`config.mk`:
```
export PLATFORM = sky130hd
export DESIGN_NAME = tone_seq_gen
export DESIGN_NICKNAME = d
export VERILOG_FILES = /design/src/rtl/tone_seq_gen.sv
export SDC_FILE = /design/constraint.sdc
export NUM_CORES = 1
export LEC_CHECK = 0
export CAP_MARGIN = 25
export CORE_MARGIN = 2
export CORE_UTILIZATION = 53
export DETAILED_ROUTE_END_ITERATION = 10
export GPL_TIMING_DRIVEN = 0
export PLACE_DENSITY = 0.81
export SLEW_MARGIN = 40
export SYNTH_ARGS = -nofsm -noshare
export SYNTH_HDL_FRONTEND = slang
export SYNTH_SLANG_ARGS = --single-unit
```
`constraint.sdc`:
```
create_clock -name CLK -period 4.4 [get_ports CLK]
set_clock_uncertainty 0.1 [all_clocks]
set_input_delay 1.32 -clock CLK [delete_from_list [all_inputs] [get_ports CLK]]
set_output_delay 1.32 -clock CLK [all_outputs]
set_load 0.02 [all_outputs]
```
`src/rtl/tone_seq_gen.sv`:
```
// tone_seq_gen: divisor-table square-wave tone generator with a programmable beat tick
// and a beat-counted note sequencer. Define STACCATO_EN to silence the last beat of every note.
module tone_seq_gen #(
    parameter int                         NUM_NOTES      = 8,
    parameter int                         CNT_W          = 18,
    parameter logic [NUM_NOTES*CNT_W-1:0] NOTE_DIV_TABLE = {18'd95555, 18'd101239, 18'd113635,
                                                            18'd127550, 18'd143171, 18'd151684,
                                                            18'd170264, 18'd191109},
    parameter int                         BEAT_W         = 28,
    parameter logic [BEAT_W-1:0]          BEAT_DIV_RST   = 28'd49_999_999,
    parameter int                         DUR_W          = 4
) (
    input  logic                         CLK,
    input  logic                         RESET,
    input  logic                         NOTE_VALID,
    output logic                         NOTE_READY,
    input  logic [$clog2(NUM_NOTES)-1:0] NOTE_SEL,
    input  logic [1:0]                   OCTAVE,
    input  logic [DUR_W-1:0]             NOTE_DUR,
    input  logic                         ABORT,
    input  logic                         TEMPO_LOAD,
    input  logic [BEAT_W-1:0]            BEAT_DIV,
    output logic                         TONE,
    output logic                         TONE_ACTIVE,
    output logic                         BEAT_TICK,
    output logic                         NOTE_DONE,
    output logic [1:0]                   dbg_state
);

    localparam int SEL_W = $clog2(NUM_NOTES);

    localparam logic [1:0] S_IDLE = 2'd0;
    localparam logic [1:0] S_PLAY = 2'd1;
`ifdef STACCATO_EN
    localparam logic [1:0] S_GAP  = 2'd2;
`endif

    logic [1:0]        state;
    logic [BEAT_W-1:0] beat_cnt;
    logic [BEAT_W-1:0] beat_per;
    logic [CNT_W-1:0]  tone_cnt;
    logic [CNT_W-1:0]  half;
    logic [DUR_W-1:0]  rem;
    logic              rest;

    logic [CNT_W-1:0]  sel_div;
    logic              sel_hit;
    logic [CNT_W:0]    div_plus1;
    logic [CNT_W:0]    div_shift;
    logic [CNT_W-1:0]  half_next;
    logic [DUR_W-1:0]  dur_next;
    logic              accept;

    // Beat generator: free-running in every state; a tempo load restarts the beat and
    // suppresses any tick that would have fallen on the same cycle.
    always_ff @(posedge CLK) begin
        if (RESET) begin
            beat_cnt  <= '0;
            beat_per  <= BEAT_DIV_RST;
            BEAT_TICK <= 1'b0;
        end else if (TEMPO_LOAD) begin
            beat_cnt  <= '0;
            beat_per  <= BEAT_DIV;
            BEAT_TICK <= 1'b0;
        end else if (beat_cnt == beat_per) begin
            beat_cnt  <= '0;
            BEAT_TICK <= 1'b1;
        end else begin
            beat_cnt  <= beat_cnt + BEAT_W'(1);
            BEAT_TICK <= 1'b0;
        end
    end

    // Out-of-range selects fall through with sel_hit low and play as a rest.
    always_comb begin
        sel_div = '0;
        sel_hit = 1'b0;
        for (int i = 0; i < NUM_NOTES; i++) begin
            if (NOTE_SEL == SEL_W'(i)) begin
                sel_div = NOTE_DIV_TABLE[i*CNT_W +: CNT_W];
                sel_hit = 1'b1;
            end
        end
    end

    assign div_plus1 = {1'b0, sel_div} + (CNT_W+1)'(1);
    assign div_shift = div_plus1 >> OCTAVE;
    assign half_next = (div_shift == '0) ? '0 : CNT_W'(div_shift - (CNT_W+1)'(1));
    assign dur_next  = (NOTE_DUR == '0) ? DUR_W'(1) : NOTE_DUR;

    // Handshake: NOTE_READY is high only in IDLE; a request transfers on any cycle with
    // NOTE_VALID & NOTE_READY & ~ABORT, and the note inputs are captured on that edge.
    assign accept = (state == S_IDLE) & NOTE_VALID & ~ABORT;

    always_ff @(posedge CLK) begin
        if (RESET) begin
            state     <= S_IDLE;
            TONE      <= 1'b0;
            NOTE_DONE <= 1'b0;
            tone_cnt  <= '0;
            half      <= '0;
            rem       <= '0;
            rest      <= 1'b0;
        end else begin
            NOTE_DONE <= 1'b0;
            case (state)
                S_IDLE: begin
                    TONE <= 1'b0;
                    if (accept) begin
                        half     <= half_next;
                        rest     <= ~sel_hit;
                        rem      <= dur_next;
                        tone_cnt <= '0;
`ifdef STACCATO_EN
                        state    <= (dur_next == DUR_W'(1)) ? S_GAP : S_PLAY;
`else
                        state    <= S_PLAY;
`endif
                    end
                end
                S_PLAY: begin
                    if (ABORT) begin
                        state <= S_IDLE;
                        TONE  <= 1'b0;
                    end else if (BEAT_TICK && rem == DUR_W'(1)) begin
                        state     <= S_IDLE;
                        TONE      <= 1'b0;
                        NOTE_DONE <= 1'b1;
                    end else begin
                        if (tone_cnt == half) begin
                            tone_cnt <= '0;
                            TONE     <= ~TONE & ~rest;
                        end else begin
                            tone_cnt <= tone_cnt + CNT_W'(1);
                        end
                        if (BEAT_TICK) begin
                            rem <= rem - DUR_W'(1);
`ifdef STACCATO_EN
                            // Last beat is silent: leave PLAY as soon as one beat remains.
                            if (rem == DUR_W'(2)) begin
                                state <= S_GAP;
                                TONE  <= 1'b0;
                            end
`endif
                        end
                    end
                end
`ifdef STACCATO_EN
                S_GAP: begin
                    TONE <= 1'b0;
                    if (ABORT) begin
                        state <= S_IDLE;
                    end else if (BEAT_TICK) begin
                        rem       <= rem - DUR_W'(1);
                        state     <= S_IDLE;
                        NOTE_DONE <= 1'b1;
                    end
                end
`endif
                default: begin
                    state <= S_IDLE;
                    TONE  <= 1'b0;
                end
            endcase
        end
    end

    assign NOTE_READY  = (state == S_IDLE);
    assign TONE_ACTIVE = (state != S_IDLE);
    assign dbg_state   = state;

endmodule
```
; ---- After elaboration in Yosys (flattened, before gate mapping)
; Cells that the tools add are included.
[word_totals]
n_memories = 0
ramBits = 0
mem_bits_ro = 0
register_bits = 102
latch_bits = 0
[op_classes]
n_bitwise = 8
n_mul = 0
reduce_logical = 15
n_addsub = 5
n_eq_ne = 16
order_cmp = 0
muxes = 34
shift = 1
n_div = 0
[op_table]
columns = op, count
row1 = two-way mux 18 bit, 13
row2 = case mux 18 bit (2 select lines), 1
row3 = "adder 28 x 1 -> 28 bit, second input constant", 1
row4 = equality test 28 bit, 1
row5 = two-way mux 4 bit, 5
row6 = "adder 18 x 1 -> 19 bit, second input constant", 1
row7 = zero test 19 bit, 1
row8 = >> shifter 19 x 2 -> 19 bit, 1
row9 = "adder 18 x 1 -> 18 bit, second input constant", 1
row10 = equality test 18 bit, 1
row11 = "subtractor 18 x 1 -> 18 bit, second input constant", 1
row12 = "equality test 3 bit, second input constant", 4
row13 = two-way mux 1 bit, 10
row14 = case mux 4 bit (2 select lines), 1
row15 = "equality test 3 x 2 -> 1 bit, second input constant", 2
row16 = two-way mux 2 bit, 3
row17 = "!= test 2 bit, second input constant", 3
row18 = OR reduction 3 bit, 2
row19 = inverter 1 bit, 5
row20 = AND reduction 5 bit, 1
row21 = "equality test 4 x 1 -> 1 bit, second input constant", 1
row22 = zero test 4 bit, 1
row23 = case mux 2 bit (2 select lines), 1
row24 = AND reduction 2 bit, 2
row25 = 13 further kinds, 16

; ---- Longest topological paths before layout
; Gate-level depths: netlist of run 1.
[depth]
depth_word = 13
ltp_mapped = 13

; ---- Worst setup path after synthesis of run 1
; OpenSTA, ideal clock, no wires.
[synth_timing]
path_type = input to register
from = in NOTE_SEL[2]
to = reg half[4]
n_path_buf = 3
t_arrival_ps = 3474
slack_ps = 736
stages = 13
cell_sequence = clkbuf_1 -> clkbuf_1 -> nor2_1 -> a22o_1 -> a22oi_1 -> o21a_1 -> ha_1 -> clkbuf_1 -> and3b_1 -> o21ai_0 -> o2111ai_1 -> o21ai_1 -> a311oi_1
[synth_via]
elab_chain_cells = 13
elab_cells_between_ends = 21
classes_between = add/sub: 2 / eq/ne: 7 / shift: 1 / mux: 9 / reduce/logical: 2
[synth_rtl]
columns = item, line_no
row1 = from (decl), 17  ; input logic [$clog2(NUM_NOTES)-1:0] NOTE_SEL,
row2 = zero test 3 bit, 79  ; if (NOTE_SEL == SEL_W'(i)) begin
row3 = two-way mux 18 bit (7 in series), 79
row4 = two-way mux 18 bit (*), 79
row5 = adder 18 x 1 -> 19 bit (*), 86  ; assign div_plus1 = {1'b0, sel_div} + (CNT_W+1)'(1);
row6 = >> shifter 19 x 2 -> 19 bit (*), 87  ; assign div_shift = div_plus1 >> OCTAVE;
row7 = subtractor 18 x 1 -> 18 bit or zero test 19 bit (tied branches), 88  ; assign half_next = (div_shift == '0) ? '0 : CNT_W'(div_shift - (CNT_W+1)'(1));
row8 = two-way mux 18 bit (*), 88
row9 = to (signal assigned), 110  ; half <= half_next;
row10 = to (decl), 42  ; logic [CNT_W-1:0] half;
; Mark *: on every way between the ends. The rest lies on a longest branch, timed or not.
; A chain may end at the register's enable or synchronous reset.

; ---- Worst setup path in the final report of run 1
[layout_timing]
from = in OCTAVE[1]
to = reg half[4]
[layout_via]
elab_chain_cells = 3
elab_cells_between_ends = 4
classes_between = add/sub: 1 / shift: 1 / mux: 1 / reduce/logical: 1
[layout_rtl]
columns = item, line_no
row1 = from (decl), 18  ; input logic [1:0] OCTAVE,
row2 = >> shifter 19 x 2 -> 19 bit (*), 87
row3 = subtractor 18 x 1 -> 18 bit or zero test 19 bit (tied branches), 88
row4 = two-way mux 18 bit (*), 88
; Marked as above.

==> results of run 1 <==
-- kinds of logic after synthesis --
kind of cell               after synthesis  share of synthesized area, %
AOI/OAI and AO/OA                      151                          18.8
xor gates and xnor gates                85                          13.3
adders and majority gates                5                          1.11
buffers and inverters                   63                          4.61
DFF                                    101                          35.8
muxes                                   12                          2.13
other                                    1                        0.0664
and+or+nand+nor                        254                          24.1
-- final timing paths --
| check | startpoint | endpoint | slack [ns] | cells after the start |
|---|---|---|---|---|
| worst min register to register | half[17] | half[17] | 0.38 | 2 |
| worst max-delay path | OCTAVE[1] | half[4] | 0.21 | 12 |
| worst min-delay path | half[17] | half[17] | 0.38 | 2 |
| worst max register to register | beat_cnt[11] | beat_cnt[27] | 1.86 | 7 |
-- synth_stat cells, types with 5 or more instances --
library cell    n
xor2_1         51
mux2i_1        12
nand2_1        38
a211oi_1       18
nand4_1        22
xnor2_1        33
inv_1           9
nor2b_1        25
and2_1          5
clkbuf_1       39
buf_2           7
and3_1          9
a221oi_1        6
ha_1            5
dfxtp_1       101
nor3_1         15
nand3_1        21
o21ai_0        15
a21oi_1        33
nor4_1          5
a211o_1        19
nand2b_1       10
nor2_1         75
o21ai_1         8
o211ai_1        5
-- report_power, final --
group          leakage, nW  switching, mW  internal, mW
Clock                0.112          0.319         0.335
Sequential           0.824         0.0285         0.946
Combinational         1.39          0.186         0.138
-- cell type report --
cell class / instances / area [um^2] / area share, %
inverters: 12 / 45.0 / 0.692
well taps: 136 / 170 / 2.62
flip-flops and latches: 101 / 2020 / 31.1
clock inverters: 6 / 86.3 / 1.33
clock buffers: 10 / 138 / 2.12
repair buffers: 46 / 460 / 7.08
multi-input cells: 508 / 3370 / 51.8
plain buffers: 50 / 218 / 3.35
-- stage by stage --
stage          util (%)  setup TNS, ns  hold WS [ns]  setup slack (ns)  cell area [um^2]
2_1_floorplan         -              0         0.341             0.736              5640
3_3_place_gp       60.8         -0.391         0.356            -0.226              6270
3_5_place_dp       60.8         -0.325         0.366            -0.208              6280
4_1_cts            63.0              0         0.380             0.181              6500
5_1_grt            63.0              0         0.399            0.0200              6510
6_report           63.0              0         0.376             0.210              6510
-- critical path, stage by stage --
cell and delay, ns:
clkdlybuf4s50_1 0.58, clkbuf_1 0.43, clkbuf_1 0.44, nand2_1 0.09
o22ai_1 0.19, ha_1 0.19, clkbuf_1 0.31, and3b_1 0.21
o21ai_0 0.08, o2111ai_1 0.14, o21ai_1 0.12, a311oi_1 0.27
-- per-layer routing --
layer  part of all wire [%]  wire length [um]
met1                     45              6970
met2                     45              7020
met3                    7.7              1190
met4                    1.8               282
met5                      0                 0
-- registers in the layout, summed over array words and instances, names as in the netlist --
signal	flops
beat_per	28
BEAT_TICK	1
rem	4
NOTE_DONE	1
half	18
dbg_state	1
TONE	1
tone_cnt	18
rest	1
beat_cnt	28
==> impl_metrics.json, run 1 <==
{
  "ctsHoldBuffers": 0,
  "synth_seq_cells": 101,
  "setup_violations": 0,
  "arrival_ns": 4.38,
  "vias": 5329,
  "cts_buffer_depth": 2,
  "crit_required_ns": 4.59,
  "power_mw": 1.95,
  "fill_cells": 917,
  "syn_avg_cell_area_um2": 8.40,
  "first_global_vias": 5060,
  "diodes": 0,
  "grt_max_degree": 17,
  "ctsRootBufferMaster": "clkbuf_8",
  "yosysTopAreaCell": "dfxtp_1",
  "drive_gt1_share_pct": 5.87,
  "drt-initial-drc-count": 637,
  "hp-class": "reg -> reg",
  "end_kind": "flip-flop",
  "track_usage_pct": 27.7,
  "drcViolationCount": 0,
  "ys.flop_type": "dfxtp_1",
  "synth_nets": 719,
  "tritoncts": "done",
  "start_util_pct": 54.7,
  "vdd_ir_drop_max_uv": 169,
  "rsz0062_at_grt": "no",
  "grt_pass1_wl_um": 25200,
  "clkTransAtPathRegs_ns": 0.09,
  "drtAntennaViolNets": 0,
  "path_class": "in -> reg",
  "synth.distinct_cells": 69,
  "clkLatencyLatePin_ns": 0.38,
  "synth_edf_count": 0,
  "crit_fanout": 10,
  "worstMarginPinSlew_ns": 0.804,
  "synth.top_cell.area_share_pct": 35.8,
  "final_nets": 775,
  "cts.sinks": 101,
  "grt.busiest_layer": "met2",
  "slew_headroom_pct": 46.4,
  "ys_warn_count": 0,
  "status": "finished clean",
  "use_met2_pct": 43.1,
  "ctsHtreeMaxLevel": 3,
  "syn-cell-area_mm2": 0.00564,
  "die_w_um": 107,
  "final_common_cell": "dfxtp_1",
  "synth-async-reset-ratio_pct": 0,
  "cts_buffers": 9,
  "portBuffers": 46,
  "num_io_pins": 49,
  "max_cap_violations": 0,
  "ys_seq_area_share_pct": 35.8,
  "std_cell_rows": 37,
  "final_cell_mix": "101 x dfxtp_1, 75 x nor2_1, 51 x xor2_1, 46 x clkdlybuf4s50_1, 38 x nand2_1",
  "post-dp-hpwl_um": 11400,
  "grt.met1_usage_pct": 39.1,
  "final.period_utilization_pct": 95.2,
  "ys_top_cells_by_area": "dfxtp_1 36%, xor2_1 7.9%, xnor2_1 5.1%, nor2_1 5.0%, a211o_1 2.9%",
  "cts_setup_buffers": 0,
  "slew_viol_final": 0,
  "design.die.area_mm2": 0.0115,
  "critPathLaunchType": "input port",
  "cts_resized": 0,
  "area_growth_syn_to_layout_pct": 15.3,
  "core_area_mm2": 0.0103,
  "fmax_mhz": 239,
  "wl_per_cell_um": 17.8,
  "via_per_inst": 6.13,
  "leakage_nw": 2.33,
  "stdcell_count": 869,
  "layout_min_cycle_time_ns": 4.19,
  "grt_antenna_before_repair": 0,
  "hold_viol_final": 0,
  "totalWireLength_um": 15500,
  "place_congestion": 0.973,
  "grtUsageMet3_pct": 5.11,
  "drtPass1Iterations": 5,
  "synthCells": 672,
  "overflow": 0,
  "place_inst": 854,
  "die_h_um": 107,
  "power_density_mw_per_mm2": 300
}
Note: power is estimated with default switching activity, not from simulation.
==> run 2: changes to the inputs <==
--- a/config.mk
+++ b/config.mk
@@ -6,8 +6,8 @@
 export NUM_CORES = 1
 export LEC_CHECK = 0
 export CAP_MARGIN = 25
-export CORE_MARGIN = 2
 export CORE_UTILIZATION = 53
+export CTS_CLUSTER_SIZE = 20
 export DETAILED_ROUTE_END_ITERATION = 10
 export GPL_TIMING_DRIVEN = 0
 export PLACE_DENSITY = 0.81
==> impl_metrics.json, run 2 (synthesized netlist as in run 1, its figures left out) <==
{
  "num_io_pins": 49,
  "totalWireLength_um": 15300,
  "power_density_mw_per_mm2": 302,
  "hold_viol_final": 0,
  "cts_resized": 0,
  "die_h_um": 105,
  "slowest_delay_ns": 0.61,
  "path_depth": 12,
  "stdcell_count": 866,
  "setup_violations": 0,
  "hp-class": "reg -> reg",
  "seqPwrFrac_pct": 49.6,
  "final_common_cell": "dfxtp_1",
  "first_global_vias": 5152,
  "portBuffers": 46,
  "grt_antenna_before_repair": 0,
  "dr_wl_met2_um": 6770,
  "path_class": "in -> reg",
  "final_area_mm2": 0.00650,
  "crit_required_ns": 4.53,
  "grt_max_degree": 16,
  "diodes": 0,
  "critPathLaunchType": "input port",
  "final.period_utilization_pct": 96.3,
  "vdd_ir_drop_max_uv": 221,
  "final_util_pct": 62.9,
  "post-dp-hpwl_um": 11200,
  "place_congestion": 0.980,
  "cts_setup_buffers": 0,
  "std_cell_rows": 37,
  "cts_buffers": 9,
  "p_int_mw": 1.43,
  "crit_buf_inv": 4,
  "top_layer": "met4",
  "tritoncts": "done",
  "drcViolationCount": 0,
  "drive_gt1_share_pct": 5.62,
  "crit_fanout": 10,
  "design.die.area_mm2": 0.0111,
  "reg2reg_depth": 7,
  "status": "finished clean",
  "top_regs": "beat_cnt (28), beat_per (28)",
  "cts.sinks": 101,
  "die_w_um": 105,
  "m1WireLength_um": 6970,
  "end_kind": "flip-flop",
  "drt-initial-drc-count": 407,
  "worst_path_max_delay_cell": "clkdlybuf4s50_1",
  "min_path_cells": 2,
  "core_area_mm2": 0.0103,
  "wl_met3_um": 1170,
  "cts_buffer_depth": 2,
  "vias": 5241,
  "arrival_ns": 4.37,
  "r2r_slack_ns": 1.88,
  "slew_viol_final": 0,
  "max_cap_violations": 0,
  "drtAntennaViolNets": 0,
  "via_per_inst": 6.05,
  "wl_per_cell_um": 17.6,
  "drtPass1Iterations": 8,
  "cp_common_cell": "clkbuf_1",
  "overflow": 0,
  "path_cells": "clkdlybuf4s50_1, clkbuf_1, clkbuf_1, a22oi_1, o21a_1, ha_1, clkbuf_1, and3b_1, o21ai_0, o2111ai_1, o21ai_1, a311oi_1",
  "layout_min_cycle_time_ns": 4.24,
  "worstMarginPinSlew_ns": 0.829,
  "p_comb_share_pct": 16.6,
  "place_inst": 854,
  "grt_pass1_wl_um": 25400,
  "start_util_pct": 54.7,
  "slew_headroom_pct": 44.7,
  "ctsRootBufferMaster": "clkbuf_8",
  "p_sw_mw": 0.529,
  "clkPwrFrac_pct": 33.8,
  "final_cell_mix": "101 x dfxtp_1, 75 x nor2_1, 51 x xor2_1, 46 x clkdlybuf4s50_1, 38 x nand2_1",
  "area_growth_syn_to_layout_pct": 15.1,
  "ctsHoldBuffers": 0,
  "cp_top_family": "buffers and inverters",
  "leakage_nw": 2.33,
  "dpl_cell_area_mm2": 0.00627,
  "fmax_mhz": 236,
  "final_nets": 774,
  "clkLatencyLatePin_ns": 0.37,
  "ctsHtreeMaxLevel": 3,
  "track_usage_pct": 29.0,
  "clkTransAtPathRegs_ns": 0.09,
  "sw_frac_of_total_pct": 27.0
}
## run 2: cell types whose count changed in the layout (fill, tap and decap cells not counted)
cell	change
clkbuf_1	-1
clkbuf_8	+1
clkinv_2	-2
clkinv_4	-1
clkinvlp_4	-1
inv_6	+1
## run 2: layout make-up
class,count,area [um^2]
buffer,49,214
clock buffer,11,151
clock inverter,3,68.8
fill,916,3820
inverter,12,45.0
multi-input combinational,508,3370
sequential,101,2020
tap,136,170
timing repair buffer,46,460
## run 2: metal layers
layer	track usage [%]	vias up
met2	44.8	246
met1	39.9	2451
met3	6.36	33
li1	-	2511
met5	0	-
met4	9.76	0
## run 2: power groups by stage
stage,Sequential (mW),Clock [mW],Combinational (mW)
after global placement,0.992,0,0.312
after global routing,0.977,0.706,0.353
after floorplan,0.986,0,0.213
after detailed placement,0.994,0,0.317
after CTS,0.972,0.670,0.319
final,0.973,0.663,0.325
## run 2: final timing paths
check	endpoint	startpoint
worst max-delay path	half[4]	OCTAVE[1]
worst min-delay path	half[15]	half[15]
worst max register to register	beat_cnt[19]	beat_cnt[8]
worst min register to register	half[15]	half[15]
## run 2: worst reg2reg max path, stage by stage, from the launching register on
cell and delay (ns):
dfxtp_1 0.45, xnor2_1 0.16, nand4_1 0.19, nor4_1 0.46
a311o_1 0.23, clkbuf_1 0.38, buf_2 0.34, nor2_1 0.09
## run 2: stage by stage
| step | TNS, ns | power (mW) | worst slack [ns] | hold slack, ns |
|---|---|---|---|---|
| after floorplan | 0 | 1.20 | 0.736 | 0.341 |
| after global placement | -0.301 | 1.30 | -0.215 | 0.354 |
| after detailed placement | -0.328 | 1.31 | -0.212 | 0.362 |
| after CTS | 0 | 1.96 | 0.169 | 0.374 |
| after global routing | -0.00490 | 2.04 | -0.00490 | 0.391 |
| final | 0 | 1.96 | 0.164 | 0.370 |
==> run 3: changes to the inputs <==
--- a/config.mk
+++ b/config.mk
@@ -7,11 +7,11 @@
 export LEC_CHECK = 0
 export CAP_MARGIN = 25
 export CORE_UTILIZATION = 53
+export CTS_CLUSTER_DIAMETER = 40
 export CTS_CLUSTER_SIZE = 20
 export DETAILED_ROUTE_END_ITERATION = 10
 export GPL_TIMING_DRIVEN = 0
 export PLACE_DENSITY = 0.81
-export SLEW_MARGIN = 40
 export SYNTH_ARGS = -nofsm -noshare
 export SYNTH_HDL_FRONTEND = slang
 export SYNTH_SLANG_ARGS = --single-unit
==> impl_metrics.json, run 3 (synthesized netlist as in run 1, its figures left out) <==
{
  "start_util_pct": 54.7,
  "vias": 5201,
  "regArea_mm2": 0.00202,
  "p_sw_mw": 0.527,
  "multi_input_area_mm2": 0.00336,
  "final_common_cell": "dfxtp_1",
  "top_regs": "beat_cnt (28), beat_per (28)",
  "layout_min_cycle_time_ns": 4.27,
  "num_io_pins": 49,
  "tritoncts": "done",
  "post-dp-hpwl_um": 11200,
  "fmax_mhz": 234,
  "clkTransAtPathRegs_ns": 0.09,
  "worstMarginPinSlew_ns": 0.821,
  "drtPass1Iterations": 8,
  "p_int_mw": 1.43,
  "clkLatencyLatePin_ns": 0.37,
  "fill_cells": 912,
  "die_w_um": 105,
  "setup_violations": 0,
  "timing.hold.ws_ns": 0.371,
  "final.period_utilization_pct": 97.0,
  "max_cap_violations": 0,
  "diodes": 0,
  "via_per_inst": 6.01,
  "hp-class": "reg -> reg",
  "portBuffers": 46,
  "status": "finished clean",
  "grt_antenna_before_repair": 0,
  "drt-initial-drc-count": 441,
  "path_class": "in -> reg",
  "end_kind": "flip-flop",
  "ctsHoldBuffers": 0,
  "first_global_vias": 5152,
  "final_nets": 774,
  "totalWireLength_um": 15200,
  "slew_viol_final": 0,
  "slew_headroom_pct": 45.3,
  "area_growth_syn_to_layout_pct": 15.1,
  "overflow": 0,
  "r2r_slack_ns": 1.90,
  "drtAntennaViolNets": 0,
  "hold_viol_final": 0,
  "seqPwrFrac_pct": 49.6,
  "cts.sinks": 101,
  "drive_gt1_share_pct": 5.48,
  "std_cell_rows": 37,
  "wl_per_cell_um": 17.6,
  "power_density_mw_per_mm2": 302,
  "p_comb_share_pct": 16.6,
  "core_area_mm2": 0.0103,
  "crit_required_ns": 4.53,
  "critPathLaunchType": "input port",
  "path_cells": "clkdlybuf4s50_1, clkbuf_1, clkbuf_1, a22oi_1, o21a_1, ha_1, clkbuf_1, and3b_1, o21ai_0, o2111ai_1, o21ai_1, a311oi_1",
  "track_usage_pct": 29.0,
  "design.die.area_mm2": 0.0111,
  "leakage_nw": 2.32,
  "drcViolationCount": 0,
  "clkPwrFrac_pct": 33.8,
  "final_util_pct": 62.9,
  "power_mw": 1.96,
  "worst_path_max_delay_cell": "clkdlybuf4s50_1",
  "ctsRootBufferMaster": "clkbuf_8",
  "cp_common_cell": "clkbuf_1",
  "cts_buffer_depth": 2,
  "place_congestion": 0.980,
  "final_cell_mix": "101 x dfxtp_1, 75 x nor2_1, 51 x xor2_1, 46 x clkdlybuf4s50_1, 38 x nand2_1",
  "grt_pass1_wl_um": 25400,
  "ctsHtreeMaxLevel": 3,
  "vdd_ir_drop_max_uv": 222,
  "crit_fanout": 10,
  "slowest_delay_ns": 0.61,
  "cts_buffers": 9,
  "grt_max_degree": 16,
  "arrival_ns": 4.40,
  "sw_frac_of_total_pct": 26.9,
  "die_h_um": 105
}
## run 3: repair_timing
action / 4_1_cts / 5_1_grt
buffers inserted: 0 / 0
gates resized for setup: 0 / 10
setup endpoints to repair: 0 / 2
## run 3: critical path, delay by kind of cell
| kind | cells | cell delay (ns) |
|---|---|---|
| buffers and inverters | 4 | 1.69 |
| AOI/OAI and AO/OA | 6 | 1.00 |
| adders and majority gates | 1 | 0.17 |
| and+or+nand+nor | 1 | 0.22 |
## run 3: final timing paths
kind | start | endpoint | cells past startpoint
max | OCTAVE[1] | half[4] | 12
max reg2reg | beat_cnt[11] | beat_cnt[19] | 7
min | half[15] | half[15] | 2
min reg2reg | half[15] | half[15] | 2
## run 3: metrics by stage
| step | worst slack (ns) | area (um^2) | std cells | TNS [ns] |
|---|---|---|---|---|
| 3_5_place_dp | -0.212 | 6270 | 854 | -0.328 |
| 2_1_floorplan | 0.736 | 5640 | 672 | 0 |
| 5_1_grt | -0.00491 | 6490 | 866 | -0.00491 |
| 6_report | 0.132 | 6490 | 866 | 0 |
| 3_3_place_gp | -0.215 | 6270 | 854 | -0.301 |
| 4_1_cts | 0.169 | 6490 | 868 | 0 |
## run 3: area by class of cell
| class | instances | share of cell area [%] |
|---|---|---|
| plain buffers | 49 | 3.29 |
| inverters | 12 | 0.694 |
| clock buffers | 11 | 2.33 |
| repair buffers | 46 | 7.09 |
| flip-flops and latches | 101 | 31.1 |
| well taps | 136 | 2.62 |
| clock inverters | 3 | 1.06 |
| multi-input cells | 508 | 51.8 |
## run 3: power by group through the flow
| stage | Clock [mW] | Sequential, mW | Combinational (mW) |
|---|---|---|---|
| finish | 0.662 | 0.972 | 0.325 |
| global route | 0.706 | 0.976 | 0.353 |
| CTS | 0.670 | 0.972 | 0.319 |
| detailed placement | 0 | 0.994 | 0.317 |
| global placement | 0 | 0.992 | 0.312 |
| floorplan | 0 | 0.986 | 0.213 |
## run 3: metal layers
metal / GRT usage [%] / up-vias / part of all wire (%)
met2: 44.8 / 242 / 44
met4: 9.76 / 0 / 2.3
li1: - / 2514 / -
met5: 0 / - / 0
met1: 39.9 / 2411 / 45
met3: 6.36 / 34 / 8.8
